===== src/rtl/tri_assembler_fifo_if.sv =====
// rtl/tri_assembler_fifo_if.sv - vertex-in / triangle-out handshake bundle for tri_assembler_fifo
interface tri_assembler_fifo_if #(
    parameter int COORD_W = 9,
    parameter int DEPTH   = 16
);
    localparam int CW = $clog2(DEPTH) + 1;

    logic                        valid_in;
    logic [COORD_W-1:0]          x_in;
    logic [COORD_W-1:0]          y_in;
    logic [COORD_W-1:0]          z_in;
    logic                        obj_done_in;
    logic                        ready_out;
    logic [2:0][COORD_W-1:0]     vert1_out;
    logic [2:0][COORD_W-1:0]     vert2_out;
    logic [2:0][COORD_W-1:0]     vert3_out;
    logic                        valid_tri_out;
    logic                        ready_in;
    logic                        obj_done_out;
    logic [CW-1:0]               count_out;
    logic [7:0]                  drop_count_out;

    modport slave (
        input  valid_in, x_in, y_in, z_in, obj_done_in, ready_in,
        output ready_out, vert1_out, vert2_out, vert3_out, valid_tri_out,
               obj_done_out, count_out, drop_count_out
    );

    modport master (
        output valid_in, x_in, y_in, z_in, obj_done_in, ready_in,
        input  ready_out, vert1_out, vert2_out, vert3_out, valid_tri_out,
               obj_done_out, count_out, drop_count_out
    );
endinterface


===== src/rtl/tri_assembler_fifo.sv =====
// rtl/tri_assembler_fifo.sv - groups vertices into triangles and buffers them in a fall-through FIFO
module tri_assembler_fifo #(
    parameter int COORD_W = 9,
    parameter int DEPTH   = 16
) (
    input  logic                 clk_in,
    input  logic                 rst_in,
    tri_assembler_fifo_if.slave  bus
);
    localparam int AW = $clog2(DEPTH);
    localparam int CW = AW + 1;
    localparam logic [CW-1:0] FULL = CW'(DEPTH);

    typedef logic [2:0][COORD_W-1:0] vert_t;

    logic [1:0]    idx;
    vert_t         h1, h2, cur;
    vert_t         mem_v1 [DEPTH];
    vert_t         mem_v2 [DEPTH];
    vert_t         mem_v3 [DEPTH];
    logic [AW-1:0] wr_ptr, rd_ptr;
    logic [CW-1:0] count;
    logic          pending_done;
    logic          obj_done_q;
    logic [7:0]    drop_count;

    logic ready, accept, push, valid_tri, pop, drop, done_fire;

    assign cur       = {bus.x_in, bus.y_in, bus.z_in};
    assign ready     = (count != FULL);
    assign accept    = bus.valid_in && ready;
    assign push      = accept && (idx == 2'd2);
    assign valid_tri = (count != '0);
    assign pop       = valid_tri && bus.ready_in;
    // End of object mid-triangle throws away the partial group unless it completes this cycle.
    assign drop      = bus.obj_done_in && (idx != 2'd0) && !push;
    assign done_fire = pending_done && (count == '0) && !push;

    always_ff @(posedge clk_in or negedge rst_in) begin
        if (!rst_in) begin
            idx          <= 2'd0;
            h1           <= '0;
            h2           <= '0;
            wr_ptr       <= '0;
            rd_ptr       <= '0;
            count        <= '0;
            pending_done <= 1'b0;
            obj_done_q   <= 1'b0;
            drop_count   <= 8'd0;
        end else begin
            if (drop)
                idx <= 2'd0;
            else if (accept)
                idx <= (idx == 2'd2) ? 2'd0 : idx + 2'd1;

            if (accept && idx == 2'd0) h1 <= cur;
            if (accept && idx == 2'd1) h2 <= cur;

            if (push) wr_ptr <= wr_ptr + 1'b1;
            if (pop)  rd_ptr <= rd_ptr + 1'b1;

            case ({push, pop})
                2'b10:   count <= count + 1'b1;
                2'b01:   count <= count - 1'b1;
                default: count <= count;
            endcase

            if (drop && drop_count != 8'hFF)
                drop_count <= drop_count + 8'd1;

            obj_done_q   <= done_fire;
            pending_done <= bus.obj_done_in || (pending_done && !done_fire);
        end
    end

    always_ff @(posedge clk_in) begin
        if (push) begin
            mem_v1[wr_ptr] <= h1;
            mem_v2[wr_ptr] <= h2;
            mem_v3[wr_ptr] <= cur;
        end
    end

    assign bus.ready_out      = ready;
    assign bus.valid_tri_out  = valid_tri;
    assign bus.vert1_out      = valid_tri ? mem_v1[rd_ptr] : '0;
    assign bus.vert2_out      = valid_tri ? mem_v2[rd_ptr] : '0;
    assign bus.vert3_out      = valid_tri ? mem_v3[rd_ptr] : '0;
    assign bus.obj_done_out   = obj_done_q;
    assign bus.count_out      = count;
    assign bus.drop_count_out = drop_count;
endmodule


===== src/flat_wrapper.sv =====
// flat-port wrapper written by rule: the top's interface ports become plain ports
module tri_assembler_fifo_flat 
#(
    parameter int COORD_W = 9,
    parameter int DEPTH   = 16
)
  (clk_in, rst_in, bus_valid_in, bus_x_in, bus_y_in, bus_z_in, bus_obj_done_in, bus_ready_in, bus_ready_out, bus_vert1_out, bus_vert2_out, bus_vert3_out, bus_valid_tri_out, bus_obj_done_out, bus_count_out, bus_drop_count_out);
  tri_assembler_fifo_if #(.COORD_W(COORD_W), .DEPTH(DEPTH)) bus_i ();
  input  logic clk_in;
  input  logic rst_in;
  input wire logic [$bits(bus_i.valid_in)-1:0] bus_valid_in;
  input wire logic [$bits(bus_i.x_in)-1:0] bus_x_in;
  input wire logic [$bits(bus_i.y_in)-1:0] bus_y_in;
  input wire logic [$bits(bus_i.z_in)-1:0] bus_z_in;
  input wire logic [$bits(bus_i.obj_done_in)-1:0] bus_obj_done_in;
  input wire logic [$bits(bus_i.ready_in)-1:0] bus_ready_in;
  output wire logic [$bits(bus_i.ready_out)-1:0] bus_ready_out;
  output wire logic [$bits(bus_i.vert1_out)-1:0] bus_vert1_out;
  output wire logic [$bits(bus_i.vert2_out)-1:0] bus_vert2_out;
  output wire logic [$bits(bus_i.vert3_out)-1:0] bus_vert3_out;
  output wire logic [$bits(bus_i.valid_tri_out)-1:0] bus_valid_tri_out;
  output wire logic [$bits(bus_i.obj_done_out)-1:0] bus_obj_done_out;
  output wire logic [$bits(bus_i.count_out)-1:0] bus_count_out;
  output wire logic [$bits(bus_i.drop_count_out)-1:0] bus_drop_count_out;
  assign bus_i.valid_in = bus_valid_in;
  assign bus_i.x_in = bus_x_in;
  assign bus_i.y_in = bus_y_in;
  assign bus_i.z_in = bus_z_in;
  assign bus_i.obj_done_in = bus_obj_done_in;
  assign bus_i.ready_in = bus_ready_in;
  assign bus_ready_out = bus_i.ready_out;
  assign bus_vert1_out = bus_i.vert1_out;
  assign bus_vert2_out = bus_i.vert2_out;
  assign bus_vert3_out = bus_i.vert3_out;
  assign bus_valid_tri_out = bus_i.valid_tri_out;
  assign bus_obj_done_out = bus_i.obj_done_out;
  assign bus_count_out = bus_i.count_out;
  assign bus_drop_count_out = bus_i.drop_count_out;
  tri_assembler_fifo #(.COORD_W(COORD_W), .DEPTH(DEPTH)) u_core (.clk_in(clk_in), .rst_in(rst_in), .bus(bus_i));
endmodule

===== config.mk =====
export PLATFORM = sky130hd
export DESIGN_NAME = tri_assembler_fifo_flat
export DESIGN_NICKNAME = d
export VERILOG_FILES = /design/src/rtl/tri_assembler_fifo_if.sv /design/src/rtl/tri_assembler_fifo.sv /design/src/flat_wrapper.sv
export SDC_FILE = /design/constraint.sdc
export NUM_CORES = 2
export LEC_CHECK = 0
export ABC_AREA = 1
export CAP_MARGIN = 20
export CORE_MARGIN = 2
export CORE_UTILIZATION = 35
export CTS_CLUSTER_SIZE = 30
export DETAILED_ROUTE_END_ITERATION = 10
export GPL_ROUTABILITY_DRIVEN = 0
export SLEW_MARGIN = 40
export SYNTH_ARGS = -nofsm -noshare
export SYNTH_HDL_FRONTEND = slang
export SYNTH_SLANG_ARGS = --single-unit

===== constraint.sdc =====
create_clock -name clk_in -period 4.65 [get_ports clk_in]
set_input_delay 0.93 -clock clk_in [delete_from_list [all_inputs] [get_ports clk_in]]
set_output_delay 0.93 -clock clk_in [all_outputs]
set_load 0.005 [all_outputs]

==> flow_summary_export.csv <==
group,metric,value,unit
outcome,status,"finished clean",
layout,final_cell_mix,"2042 x nand2_1, 1296 x edfxtp_1, 824 x nand3_1",
detailed_routing,drtIter0Drc,4210,
run,max_cap_violations,0,
critical_path,end_kind,"primary output",
timing,fmax,0.222,GHz
logic_synthesis,yosys.area_share.xor_xnor,0.227,%
power,ir_worst_vdd,0.421,mV
critical_path,crit_path_max_fanout,64,
logic_synthesis,synth_edf_count,1296,
clock_tree,path_clk_slew,0.06,ns
layout,area_delta_synth_final,15.7,%
critical_path,cp_common_cell,"nand2_1",
critical_path,cp.arrival,3.58,ns
logic_synthesis,yosys.area_share.simple,20.6,%
clock_tree,cts_tree,"yes",
place,place_area,62200,sq um
logic_synthesis,syn_avg_cell_area,10.6,sq um
die,core,165000,sq um
clock_tree,cts_setup_buffers,0,
die,die_area,169000,sq um
global_routing,grt_pass1_vias,36700,
die,die_y,411,um
logic_synthesis,async_flop_share,5.75,%
timing,tightest_slew,0.803,ns
layout,final_cell_area,66900,sq um
critical_path,critPathBufInv,4,
global_routing,antenna_found_initial,10,
clock_tree,clk_latency,0.80,ns
timing,rsz0062_at_grt,"true",
timing,final_hold_viol_count,0,
logic_synthesis,synth-compound-area-share,1.32,%
die,io_pins,129,
timing,period_minus_slack,4.51,ns
detailed_routing,drc_errors,0,
clock_tree,cts-root-buf,"clkbuf_16",
power,power,0.0415,W
worst_hold_path,hold_path_class,"input port to async pin",
layout,final_util,40.7,%
detailed_routing,wl,162000,um
clock_tree,cts_buffer_depth,3,
global_routing,overflow,0,
critical_path,max_stage_delay,0.64,ns
timing,period_share,97.1,%
layout,layout-drive-gt1-share,6.35,%
detailed_routing,ant_nets,0,
logic_synthesis,synth_mux_area_share,0,%
logic_synthesis,synth_top_family_by_area,"simple AND/OR/NAND/NOR gates",
global_routing,grtUsageTotal,19.0,%
logic_synthesis,synthCells,5445,
clock_tree,cts_sinks,1375,
critical_path,required,3.72,ns
global_routing,grt_pass1_wl,240000,um
die,rows,149,
die,die_x,411,um
logic_synthesis,yosys.area_share.adder,0.216,%
place,port_buffers,128,
clock_tree,cts-hold-fix-buffers,0,
logic_synthesis,ys_warn_count,0,
clock_tree,numCtsBuffers,146,
logic_synthesis,syn_nets,5487,
critical_path,crit_chain,"inv_16 -> buf_4 -> buf_4 -> nand2_1 -> nand2_1 -> nand2_1 -> nand3_1 -> nand3_1 -> a21oi_1 -> clkdlybuf4s50_1",
global_routing,grt_max_degree,114,
place,place_ws,0.697,ns
layout,fin_nets,5602,
detailed_routing,first_pass_iters,6,
timing,finalMaxSlewViolations,0,
timing,skew,0.0292,ns
logic_synthesis,syn_area,57900,sq um
power,powerDensity,620,nW/um^2
timing,setup_ws,0.136,ns
die,start_util,35.2,%
power,p_leak,27.2,nW
detailed_routing,vias,38800,
logic_synthesis,synth_cell_type_count,25,
critical_path,crit_slowest_cell,"dfrtp_4",
detailed_routing,vias_per_cell,4.93,
critical_path,cpLargestDelayFamily,"buffers and inverters",
clock_tree,cts_max_level,4,
timing,slew_headroom,46.5,%
logic_synthesis,synth_top_flop_cell,"edfxtp_1",
timing,finalSetupViolCount,0,
detailed_routing,wire_per_inst,20.6,um
logic_synthesis,synth-seq-cells,1375,
logic_synthesis,ys_seq_area_share,70.7,%
place,place_hpwl,84100,um
timing,fin_tns_setup,0,ns
critical_path,crit_type,"flop to primary output",
layout,layout_commonest_cell,"nand2_1",
critical_path,start_kind,"flop",
## timing repair
item	4_1_cts	5_1_grt
hold endpoints to repair	0	0
setup endpoints to repair	13	21
cloned	0	0
resized for setup	6	5
## power by group
part | switching, W | internal [W]
registers | 0.00140 | 0.0151
logic | 0.00884 | 0.00479
clock network | 0.00487 | 0.00653
total | 0.0151 | 0.0264
## stage by stage
| step | cells | hold slack [ns] |
|---|---|---|
| finish | 7863 | 0.0817 |
| global route | 7862 | 0.122 |
| CTS | 7861 | 0.104 |
| detailed placement | 7601 | 0.472 |
| global placement | 7601 | 0.457 |
| floorplan | 5445 | 0.443 |
## cells by family after synthesis
| group | count (synthesis) |
|---|---|
| AO/OA/AOI/OAI | 152 |
| XOR/XNOR | 15 |
| adder cells (fa/ha/maj) | 10 |
| buffers and inverters | 995 |
| flip-flops | 1375 |
| AND/OR/NAND/NOR | 2898 |
## final cells by class
cell class | count | area (sq um)
Fill cell | 15400 | 97700
Sequential cell | 1375 | 40900
Multi-Input combinational cell | 3075 | 13100
Clock buffer | 190 | 3920
Timing Repair Buffer | 253 | 2820
Tap cell | 2189 | 2740
Inverter | 709 | 2700
Clock inverter | 70 | 738
Antenna cell | 2 | 5.00
## sequential cells by signal, indices dropped and copies added (netlist names), 2 cells and up
name                       flops
u_core.h1                     27
u_core.h2                     27
u_core.bus.drop_count_out      8
u_core.mem_v3                432
u_core.rd_ptr                  4
u_core.wr_ptr                  4
u_core.idx                     2
u_core.mem_v1                432
u_core.bus.count_out           5
u_core.mem_v2                432
## cell usage after synthesis (7+ instances only)
library cell | instances | area (sq um)
xor2_1 | 8 | 70.1
inv_1 | 704 | 2640
o21ai_1 | 19 | 95.1
dfrtp_1 | 79 | 1980
buf_1 | 50 | 188
xnor2_1 | 7 | 61.3
o21ai_0 | 48 | 240
edfxtp_1 | 1296 | 38900
a21oi_1 | 83 | 415
ha_1 | 10 | 125
buf_2 | 141 | 706
nor2_1 | 23 | 86.3
buf_4 | 23 | 173
clkbuf_1 | 69 | 259
nand2_1 | 2042 | 7660
nand3_1 | 824 | 4120
## metal layers
layer,vias to the layer above,track usage [%],routed length (um)
met2,1403,31.3,77600
met1,19000,25.5,68300
li1,18100,-,-
met5,-,0,78
met4,12,6.53,4970
met3,283,3.01,10800
## path summary, 6_finish.rpt
path / from / to / slack (ns) / cells after the start
worst min register to register: u_core.pending_done / u_core.pending_done / 0.49 / 2
worst min-delay path: rst_in / u_core.bus.drop_count_out[1] / 0.08 / 1
min in group clk_in: u_core.pending_done / u_core.pending_done / 0.49 / 2
worst max register to register: u_core.bus.count_out[1] / u_core.mem_v1[9][5] / 1.63 / 8
max in group asynchronous: rst_in / u_core.h2[12] / 3.64 / 2
worst max-delay path: u_core.rd_ptr[0] / bus_vert3_out[14] / 0.14 / 10
(Power assumes the default switching activity.)
